--- config.mk ---
export PLATFORM = sky130hd
export DESIGN_NAME = uart_transmitter
export DESIGN_NICKNAME = d
export VERILOG_FILES = /design/src/rtl/uart_transmitter.sv
export SDC_FILE = /design/constraint.sdc
export NUM_CORES = 1
export LEC_CHECK = 0
export CELL_PAD_IN_SITES_DETAIL_PLACEMENT = 1
export CELL_PAD_IN_SITES_GLOBAL_PLACEMENT = 2
export CORE_ASPECT_RATIO = 1.2
export CORE_MARGIN = 8
export CORE_UTILIZATION = 34
export CTS_CLUSTER_DIAMETER = 120
export CTS_CLUSTER_SIZE = 28
export DETAILED_ROUTE_END_ITERATION = 10
export PLACE_DENSITY_LB_ADDON = 0.1
export RECOVER_POWER = 50
export SLEW_MARGIN = 40
export SYNTH_ARGS = -nofsm -noshare
export SYNTH_HDL_FRONTEND = slang
export SYNTH_SLANG_ARGS = --single-unit
--- constraint.sdc ---
create_clock -name i_clk -period 1.79 [get_ports i_clk]
set_input_delay 0.537 -clock i_clk [delete_from_list [all_inputs] [get_ports i_clk]]
set_output_delay 0.537 -clock i_clk [all_outputs]
set_load 0.005 [all_outputs]
--- src/rtl/uart_transmitter.sv ---
// rtl/uart_transmitter.sv - UART serializer: start bit, LSB-first data bits, optional even parity, stop bit
//
// Purpose:
//   Frames a parallel word onto an idle-high serial line. Bit timing comes from
//   a 16x oversampling tick shared with the receiver, so each start/data bit
//   spans SB_TICKS ticks and the stop bit spans STP_BITS_TICKS ticks.
//   Optional feature macro: UART_TX_PARITY_EN inserts an even-parity bit
//   (SB_TICKS long) between the last data bit and the stop bit.
//
// Ports:
//   i_clk       system clock, rising edge
//   i_reset     asynchronous active-high reset
//   i_bd_tick   single-cycle oversampling tick
//   i_tx_start  send request, honoured only while idle
//   i_data      word to send, captured on the accepting edge
//   o_tx        registered serial line, idle high
//   o_tx_busy   high from the cycle after acceptance until frame completion
//   o_tx_done   one-cycle pulse when the stop bit finishes

module uart_transmitter #(
    parameter int DATA_BITS      = 8,
    parameter int SB_TICKS       = 16,
    parameter int STP_BITS_TICKS = 16
) (
    input  logic                 i_clk,
    input  logic                 i_reset,
    input  logic                 i_bd_tick,
    input  logic                 i_tx_start,
    input  logic [DATA_BITS-1:0] i_data,
    output logic                 o_tx,
    output logic                 o_tx_busy,
    output logic                 o_tx_done
);

    localparam int MAX_TICKS = (SB_TICKS > STP_BITS_TICKS) ? SB_TICKS : STP_BITS_TICKS;
    localparam int TICK_W    = (MAX_TICKS > 1) ? $clog2(MAX_TICKS) : 1;
    localparam int BIT_W     = (DATA_BITS > 1) ? $clog2(DATA_BITS) : 1;

    localparam logic [TICK_W-1:0] SB_LAST  = TICK_W'(SB_TICKS - 1);
    localparam logic [TICK_W-1:0] STP_LAST = TICK_W'(STP_BITS_TICKS - 1);
    localparam logic [BIT_W-1:0]  BIT_LAST = BIT_W'(DATA_BITS - 1);

`ifdef UART_TX_PARITY_EN
    typedef enum logic [2:0] {
        ST_IDLE   = 3'd0,
        ST_START  = 3'd1,
        ST_DATA   = 3'd2,
        ST_PARITY = 3'd3,
        ST_STOP   = 3'd4
    } state_t;
`else
    typedef enum logic [1:0] {
        ST_IDLE  = 2'd0,
        ST_START = 2'd1,
        ST_DATA  = 2'd2,
        ST_STOP  = 2'd3
    } state_t;
`endif

    state_t                state_q, state_d;
    logic [TICK_W-1:0]     tick_cnt_q, tick_cnt_d;
    logic [BIT_W-1:0]      bit_cnt_q, bit_cnt_d;
    logic [DATA_BITS-1:0]  shreg_q, shreg_d;
    logic                  tx_q, tx_d;
    logic                  busy_q, busy_d;
    logic                  done_q, done_d;
`ifdef UART_TX_PARITY_EN
    logic                  parity_q, parity_d;
`endif

    always_ff @(posedge i_clk or posedge i_reset) begin
        if (i_reset) begin
            state_q    <= ST_IDLE;
            tick_cnt_q <= '0;
            bit_cnt_q  <= '0;
            shreg_q    <= '0;
            tx_q       <= 1'b1;
            busy_q     <= 1'b0;
            done_q     <= 1'b0;
`ifdef UART_TX_PARITY_EN
            parity_q   <= 1'b0;
`endif
        end else begin
            state_q    <= state_d;
            tick_cnt_q <= tick_cnt_d;
            bit_cnt_q  <= bit_cnt_d;
            shreg_q    <= shreg_d;
            tx_q       <= tx_d;
            busy_q     <= busy_d;
            done_q     <= done_d;
`ifdef UART_TX_PARITY_EN
            parity_q   <= parity_d;
`endif
        end
    end

    always_comb begin
        state_d    = state_q;
        tick_cnt_d = tick_cnt_q;
        bit_cnt_d  = bit_cnt_q;
        shreg_d    = shreg_q;
        done_d     = 1'b0;
`ifdef UART_TX_PARITY_EN
        parity_d   = parity_q;
`endif

        case (state_q)
            ST_IDLE: begin
                // A tick coinciding with acceptance is deliberately not counted.
                if (i_tx_start) begin
                    shreg_d    = i_data;
                    tick_cnt_d = '0;
                    state_d    = ST_START;
`ifdef UART_TX_PARITY_EN
                    parity_d   = ^i_data;
`endif
                end
            end
            ST_START: begin
                if (i_bd_tick) begin
                    if (tick_cnt_q == SB_LAST) begin
                        tick_cnt_d = '0;
                        bit_cnt_d  = '0;
                        state_d    = ST_DATA;
                    end else begin
                        tick_cnt_d = tick_cnt_q + 1'b1;
                    end
                end
            end
            ST_DATA: begin
                if (i_bd_tick) begin
                    if (tick_cnt_q == SB_LAST) begin
                        tick_cnt_d = '0;
                        shreg_d    = shreg_q >> 1;
                        if (bit_cnt_q == BIT_LAST) begin
`ifdef UART_TX_PARITY_EN
                            state_d = ST_PARITY;
`else
                            state_d = ST_STOP;
`endif
                        end else begin
                            bit_cnt_d = bit_cnt_q + 1'b1;
                        end
                    end else begin
                        tick_cnt_d = tick_cnt_q + 1'b1;
                    end
                end
            end
`ifdef UART_TX_PARITY_EN
            ST_PARITY: begin
                if (i_bd_tick) begin
                    if (tick_cnt_q == SB_LAST) begin
                        tick_cnt_d = '0;
                        state_d    = ST_STOP;
                    end else begin
                        tick_cnt_d = tick_cnt_q + 1'b1;
                    end
                end
            end
`endif
            ST_STOP: begin
                if (i_bd_tick) begin
                    if (tick_cnt_q == STP_LAST) begin
                        tick_cnt_d = '0;
                        state_d    = ST_IDLE;
                        done_d     = 1'b1;
                    end else begin
                        tick_cnt_d = tick_cnt_q + 1'b1;
                    end
                end
            end
            default: begin
                state_d = ST_IDLE;
            end
        endcase
    end

    // Line level is derived from the next state so the registered output
    // changes on the same edge as the state and can never glitch.
    always_comb begin
        tx_d = 1'b1;
        case (state_d)
            ST_START:  tx_d = 1'b0;
            ST_DATA:   tx_d = shreg_d[0];
`ifdef UART_TX_PARITY_EN
            ST_PARITY: tx_d = parity_d;
`endif
            default:   tx_d = 1'b1;
        endcase
        busy_d = (state_d != ST_IDLE);
    end

    assign o_tx      = tx_q;
    assign o_tx_busy = busy_q;
    assign o_tx_done = done_q;

endmodule

==> results.toml <==
[min_path]
hold_class = "reg2reg"
hold_depth = 1
worstHoldEndpoint = "shreg_q[6]"
hp-start = "shreg_q[6]"

[timing]
min_period_ps = 1730
skew_ps = 6.85
setup_viol = 0
hold_violations = 0
rsz0062_at_grt = "false"
setup_ws_ps = 63.5
period_share = 0.965
fmaxAchievable_mhz = 579
drv_slew = 0
max_slew.worst_pin.slew_ps = 488
slew_headroom = 0.672

[global_route]
gr-total-overflow = 0
grt_use_total = 0.110
antenna_found_initial = 0
grt_pass1_vias = 917
grt_max_degree = 12
grt_pass1_wl_mm = 4.29

[route]
vias = 801
wl_met1_mm = 1.05
ant_nets = 0
drt_iter0_drc = 11
routed.top_layer = "met4"
drcViolationCount = 0
routedWlPerCell_um = 16.2
wl_met3_um = 73
viasPerCell = 5.41
first_pass_iters = 2
wl_mm = 2.40
wl_met2_mm = 1.24

[final_layout]
post-route-util = 0.456
syn_to_final_growth_pct = 27.6
layout-drive-gt1-share = 0.211
layout.nets = 130
regArea_um2 = 502
layout_common_cells = "dfrtp_1 (19), clkdlybuf4s50_1 (12), a22o_1 (9), buf_4 (9), a21o_1 (7)"
nFillCells = 312
antenna_cells = 0
layout_commonest_cell = "dfrtp_1"
final_cells = 148
multi_input_area_um2 = 474
fin_area_um2 = 1280

[logic_synthesis]
synthTopCellsByArea = "dfrtp_1 (47%), a22o_1 (7.8%), a21o_1 (5.2%), ha_1 (3.7%), dfstp_2 (2.6%)"
ys_seq_area_frac = 0.499
ys_types = 36
synth-main-ff-cell = "dfrtp_1"
synth_top_area_cell = "dfrtp_1"
yosysWarnings = 0
synth-edff-count = 0
syn_nets = 103
yosysTopAreaCellShare = 0.473
synthArstFlopShare = 1.00
synth-seq-cells = 20
avgSynthCellArea_um2 = 11.4
synth_cells = 88
synth_area_um2 = 1000

[critical_path]
rr_startpoint = "tick_cnt_q[0]"
cpPeakStageDelay_ps = 540
worst-setup-path-type = "in2reg"
crit_chain = "clkdlybuf4s50_1 -> and4_4 -> a21oi_2 -> or2_1 -> or2_1"
crit_buf_inv = 1
start_kind = "primary input"
reg2reg_to = "o_tx_busy"
cp_max_fo = 4
crit_path_top_delay_cell = "clkdlybuf4s50_1"
r2r_slack_ps = 140
ff2ff_path_depth = 5
cp.depth = 5
end_kind = "register"
worst_path_most_repeated_cell = "or2_1"
critPathTopFamily = "simple AND/OR/NAND/NOR gates"
cp.required_ps = 2000
worstPathArrival_ps = 1930

[floorplan]
pin_count = 15
num_rows = 21
initial_utilization = 0.357
coreArea_um2 = 2810
die_w_um = 65.6
die_area_um2 = 4960
die_h_um = 75.6

[place]
dpl_worst_slack_ps = -266
io_buffers = 14
placed_cells = 144
dpl-instance-area_um2 = 1240
place.gp.congestion = 0.767
hpwl_mm = 1.91

[clock_tree]
numCtsBuffers = 3
insertion_delay_ps = 300
cts_root_buffer = "clkbuf_4"
clockBufferDepth = 2
cts_tree = "built"
post_cts_buffers = 0
cts_sinks = 20
cts.clk_slew.worst_paths_ps = 120
htree_levels = 1
hold_buffers = 0

[power]
power_density_nw_per_um2 = 1220
vdd_ir_drop_max_v = 0.000615
p_total_mw = 1.56
p_leak_nw = 0.584

[status]
outcome = "finished clean"

[job]
cap_violations = 0
routing by layer:
metal / vias up / global-route usage
li1: 390 / -
met1: 394 / 0.126
met2: 12 / 0.198
met3: 5 / 0.0235
met4: 0 / 0.0364
met5: - / 0
synth_stat cells, types with 2 or more instances:
| cell | count |
|---|---|
| nor2b_1 | 2 |
| a22oi_1 | 2 |
| a22o_1 | 9 |
| o21ai_0 | 2 |
| nor2_1 | 4 |
| or2_1 | 2 |
| a21o_1 | 7 |
| nor3_1 | 2 |
| o21ai_1 | 5 |
| ha_1 | 3 |
| buf_2 | 2 |
| dfrtp_1 | 19 |
| nand2_1 | 5 |
| a31oi_1 | 2 |
registers in the layout, summed over array words and instances, names as in the netlist:
name / flops
o_tx_done: 1
shreg_q: 8
o_tx_busy: 1
state_q: 2
o_tx: 1
bit_cnt_q: 3
tick_cnt_q: 4
cell type report:
class / instances / share of cell area
multi-input combinational: 62 / 0.370
inverter: 3 / 0.0107
timing repair buffer: 25 / 0.167
sequential: 20 / 0.391
clock buffer: 4 / 0.0283
tap: 34 / 0.0332
how the worst max path moves through the flow:
stage	startpoint	slack (ps)	to
CTS	tick_cnt_q[0]	40	o_tx_busy
global placement	i_bd_tick	-250	o_tx_busy
floorplan	tick_cnt_q[0]	240	o_tx_busy
finish	i_bd_tick	60	o_tx_busy
global route	i_bd_tick	7	o_tx_busy
detailed placement	i_bd_tick	-270	o_tx_busy
metrics by stage:
stage          TNS, ps  hold slack, ps
2_1_floorplan        0             441
3_3_place_gp     -2130             461
3_5_place_dp     -2750             460
4_1_cts              0             468
5_1_grt              0             519
6_report             0             495
where the power goes:
group	leakage (nW)	total (mW)	switching [mW]	internal, mW
registers	0.246	0.778	0.161	0.617
clock network	0.0210	0.268	0.144	0.124
logic	0.318	0.516	0.252	0.264
total	0.584	1.56	0.557	1.01
cell families (layout without fill, tap and decap cells):
logic type | count (synthesis) | after routing | synth area share
simple gates | 23 | 23 | 0.146
fa+ha+maj | 3 | 3 | 0.0374
mux | 1 | 1 | 0.00996
flops | 20 | 20 | 0.499
compound gates | 35 | 35 | 0.265
buf+inv | 6 | 32 | 0.0423
repair_timing:
| action | CTS | global route |
|---|---|---|
| setup endpoints to repair | 1 | 4 |
| gates resized for setup | 1 | 2 |
| cloned | 0 | 0 |
Note: power is estimated with default switching activity, not from simulation.
==> RTL change 1 (same settings) <==
Register the output `o_tx` once more, cleared by the reset; this adds one clock of latency there. The other outputs are not delayed to match. Comments in the files are not updated.
--- a/src/rtl/uart_transmitter.sv
+++ b/src/rtl/uart_transmitter.sv
@@ -191,5 +191,11 @@
     end
 
-    assign o_tx      = tx_q;
+    always_ff @(posedge i_clk or posedge i_reset) begin
+        if (i_reset) begin
+            o_tx <= '0;
+        end else begin
+            o_tx <= tx_q;
+        end
+    end
     assign o_tx_busy = busy_q;
     assign o_tx_done = done_q;
Check against the original RTL: not equivalent (Yosys sat finds a counterexample within 4 cycles, from zero or initial values and one cycle with i_reset high).
==> RTL change 1 against the unedited design <==
Worst setup slack improved by 0.034 ns. Worst hold slack got worse by 0.093 ns. Via count increased by 4.0%. Sequential share of layout area increased by 1.0 points. Combinational power decreased by 8.5%. Wire length increased by 2.5%. Cell count increased by 5.4%. Area after synthesis increased by 3.6%. Sequential cell count increased by 1. Total power decreased by 4.5%. Synthesized cell count increased by 8.0%. Sequential power increased by 1%. Design area increased by 2.2%.
==> RTL change 1: results (changes against the unedited design) <==
Outcome: finished, final reports clean (unchanged)
Pin count of the biggest net entering global routing: 15 (was 12)
Detailed Place HPWL: 1880 um (was 1910 um)
Sequential-to-total area share from yosys stat: 0.506 (was 0.499)
Peak supply drop: 0.000485 V (was 0.000615 V)
Post-synthesis mux area share: 0.00962 (was 0.00996)
Critical Path AT: 1.16 ns (was 1.93 ns)
First-pass GRT wire length: 4270 um (was 4290 um)
Hold EP: o_tx$_DFF_PP0_ (was shreg_q[6]$_DFFE_PP0P_)
Clk_skew: 0.00649 ns (was 0.00685 ns)
Avg Cell Area, Syn: 11.0 um2 (was 11.4 um2)
Lkg Pwr: 0.000613 uW (was 0.000584 uW)
Setup WS pre-CTS: -0.189 ns (was -0.266 ns)
M1 WL: 1200 um (was 1050 um)
Hold Crit Start: tx_q$_DFF_PP1_ (was shreg_q[6]$_DFFE_PP0P_)
Mapped Nets: 110 (was 103)
Final nets: 136 (was 130)
Met3 wire len: 53 um (was 73 um)
Initial antenna violation count: 0 (unchanged)
P_int: 986 uW (was 1010 uW)
R2r startpoint: tick_cnt_q[0]$_DFFE_PP0P_ (unchanged)
Switching power: 506 uW (was 557 uW)
Clock transition at path regs: 0.12 ns (about the same)
Adder-cell share of the synthesized area: 0.0361 (was 0.0374)
WL/cell: 15.7 um (was 16.2 um)
Gpl congestion: 0.719 (was 0.767)
Class of the worst hold path: reg2reg (unchanged)
Worst path max stage delay: 0.50 ns (was 0.54 ns)
Fillers: 340 (was 312)
P_clk: 235 uW (was 268 uW)
Hold path cells: 0 (was 1)
Clock insertion delay at the later pin of the skew report: 0.30 ns (about the same)
Total number of vias: 833 (was 801)
Synth cell count leaders: dfrtp_1, a22o_1, a21o_1, nand2_1, o21ai_0 (was dfrtp_1, a22o_1, a21o_1)
CTS resizes: 0 (was 1)
Worst hold slack: 0.402 ns (was 0.495 ns)
Max FO, Critical Path: 1 (was 4)
CP top delay family: buffers and inverters (was simple AND/OR/NAND/NOR gates)
Post-synthesis compound-gate area fraction: 0.251 (was 0.265)
R2R Setup Slk: 0.20 ns (was 0.14 ns)
Total track usage: 0.104 (was 0.110)
Worst-margin pin slew: 0.645 ns (was 0.488 ns)
Yosys cell types: 34 (was 36)
Fraction of layout cells with a size suffix above 1: 0.167 (was 0.211)
Slowest CP cell: clkdlybuf4s50_1 (unchanged)
Synth area leaders: dfrtp_1, a22o_1, a21o_1 (unchanged)
Placed instance area: 0.00129 mm2 (was 0.00124 mm2)
Xor and xnor area share after synthesis: 0.0168 (was 0)
Vias in the first global route: 904 (was 917)
Drt pass-1 iters: 4 (was 2)
Combinational cell power: 472 uW (was 516 uW)
RR Endpoint: shreg_q[7]$_DFFE_PP0P_ (was o_tx_busy$_DFF_PP0_)
Routed wl met2: 1180 um (was 1240 um)
Initial drt markers: 13 (was 11)
Final non-filler cell total: 156 (was 148)
Placed cell count: 152 (was 144)
-- RTL change 1: cell types whose count changed in the layout (fill, tap and decap cells not counted), moves of 2 or more --
cell     before  now
inv_1         1    5
o21ai_0       2    6
nand2_1       5    7
a21oi_1       0    2
o21ai_1       5    0
or2_1         2    0
-- RTL change 1: worst max path at each step --
stage / start / slack, ns / depth (start not counted) / to
final: o_tx$_DFF_PP0_ / 0.1 / 1 / o_tx
after global routing: tick_cnt_q[0]$_DFFE_PP0P_ / 0.02 / 5 / shreg_q[5]$_DFFE_PP0P_
after CTS: o_tx$_DFF_PP0_ / 0.06 / 1 / o_tx
after detailed placement: i_bd_tick / -0.19 / 5 / shreg_q[7]$_DFFE_PP0P_
after global placement: i_bd_tick / -0.15 / 5 / shreg_q[7]$_DFFE_PP0P_
after floorplan: tick_cnt_q[0]$_DFFE_PP0P_ / 0.34 / 5 / tx_q$_DFF_PP1_
-- RTL change 1: kinds of logic (layout without fill, tap and decap cells) --
group / Yosys count / in the layout
adders and majority gates: 3 / 3
DFF: 21 / 21
AOI/OAI and AO/OA: 35 / 35
buffers and inverters: 9 / 34
muxes: 1 / 1
xor gates and xnor gates: 2 / 2
and+or+nand+nor: 24 / 24
-- RTL change 1: routing by layer --
layer,GRT usage,vias to the layer above
li1,-,401
met3,0.0191,2
met1,0.138,419
met4,0.0450,0
met5,0,-
met2,0.159,11
-- RTL change 1: area by class of cell --
class                   count  area [um2]  share of cell area
flip-flops and latches     21         527               0.402
inverters                   5        18.8              0.0143
well taps                  36        45.0              0.0344
multi-input cells          65         467               0.356
repair buffers             25         228               0.174
clock buffers               4        26.3              0.0200
-- RTL change 1: worst register-to-register path: stages (launching register included) --
cell and delay [ns]:
dfrtp_1 0.44, ha_1 0.29, nand4_2 0.17, nor2_1 0.20, o21ai_2 0.15, a22o_1 0.25
==> RTL change 2 (same flow settings) <==
Made on the original files. The parameter `DATA_BITS` goes from 8 to 32.
--- a/src/rtl/uart_transmitter.sv
+++ b/src/rtl/uart_transmitter.sv
@@ -19,5 +19,5 @@
 
 module uart_transmitter #(
-    parameter int DATA_BITS      = 8,
+    parameter int DATA_BITS      = 32,
     parameter int SB_TICKS       = 16,
     parameter int STP_BITS_TICKS = 16
Interface: changed (resized i_data); port bits go from 15 to 39. No check against the original RTL was run, so the function may have changed too.
==> RTL change 2 against the unedited design <==
Global-route usage increased by 1.8 points. Area after synthesis increased by 110%. Wire length increased by 120%. Sequential power increased by 120%. Worst setup slack got worse by 0.015 ns. Sequential cell count increased by 26. Total power increased by 110%. Design area increased by 130%. Critical path type unchanged. Highest routed layer unchanged.
==> RTL change 2: results (changes against the unedited design) <==
Slew headroom: 0.679 (was 0.672)
Sequential-to-total area share from yosys stat: 0.535 (was 0.499)
Initial drt markers: 53 (was 11)
Pin count of the biggest net entering global routing: 35 (was 12)
Outcome: finished, final reports clean (unchanged)
PortBufs: 38 (was 14)
Synth cell count leaders: dfrtp_1, a22o_1, a21o_1 (unchanged)
Multi-input gate share of total cell area: 0.312 (was 0.370)
Clk_skew: 0.00581 ns (was 0.00685 ns)
Total number of vias: 1,692 (was 801)
CP endpoint: o_tx$_DFF_PP1_ (was o_tx_busy$_DFF_PP0_)
Max FO, Critical Path: 5 (was 4)
Vias in the first global route: 1,903 (was 917)
Peak supply drop: 0.000522 V (was 0.000615 V)
Fillers: 658 (was 312)
Clock root cell: clkbuf_8 (was clkbuf_4)
R2R Setup Slk: 0.07 ns (was 0.14 ns)
Clock-cell share: 0.0385 (was 0.0283)
Largest regs: shreg_q: 32 flops, bit_cnt_q: 5 flops, tick_cnt_q: 4 flops (was shreg_q: 8 flops, tick_cnt_q: 4 flops, bit_cnt_q: 3 flops)
Gpl congestion: 0.875 (was 0.767)
Synth area leaders: dfrtp_1, a22o_1, a21o_1 (unchanged)
Lkg Pwr: 0.00144 uW (was 0.000584 uW)
Post-layout min period: 1.74 ns (was 1.73 ns)
Worst path max stage delay: 0.41 ns (was 0.54 ns)
Buffers, non-clock: 63 (was 25)
Clock net sink count: 46 (was 20)
Clock buffers: 5 (was 4)
Yosys cell types: 37 (was 36)
First-pass GRT wire length: 9100 um (was 4290 um)
Maximum level of the CTS H-tree: 2 (was 1)
-- RTL change 2: per-stage QoR --
stage,cells,instance area [um2],TNS [ns]
after floorplan,183,2150,0
after global placement,310,2790,-8.92
after detailed placement,310,2790,-9.90
after CTS,320,2920,0
after global routing,323,2960,-0.00226
final,323,2960,0
-- RTL change 2: critical path, delay by kind of cell --
| kind | cells | cell delay (ns) |
|---|---|---|
| compound gates | 2 | 0.36 |
| buf+inv | 3 | 0.70 |
| simple gates | 2 | 0.35 |
-- RTL change 2: cell families after synthesis --
family,synth area share
compound gates,0.304
xor+xnor,0.00407
fa+ha+maj,0.0174
buf+inv,0.0511
flops,0.535
simple gates,0.0877
-- RTL change 2: timing repair --
action,CTS,global route
hold buffers,0,0
endpoints found under the hold margin,0,0
pin swaps,2,7
endpoints found under the setup margin,6,4
gates resized for setup,5,5
setup buffers,2,3
-- RTL change 2: power breakdown --
group          leakage (uW)  internal (uW)  switching, uW
logic              0.000815            521            330
registers          0.000576           1450            258
clock network     0.0000504            415            355
total               0.00144           2390            944
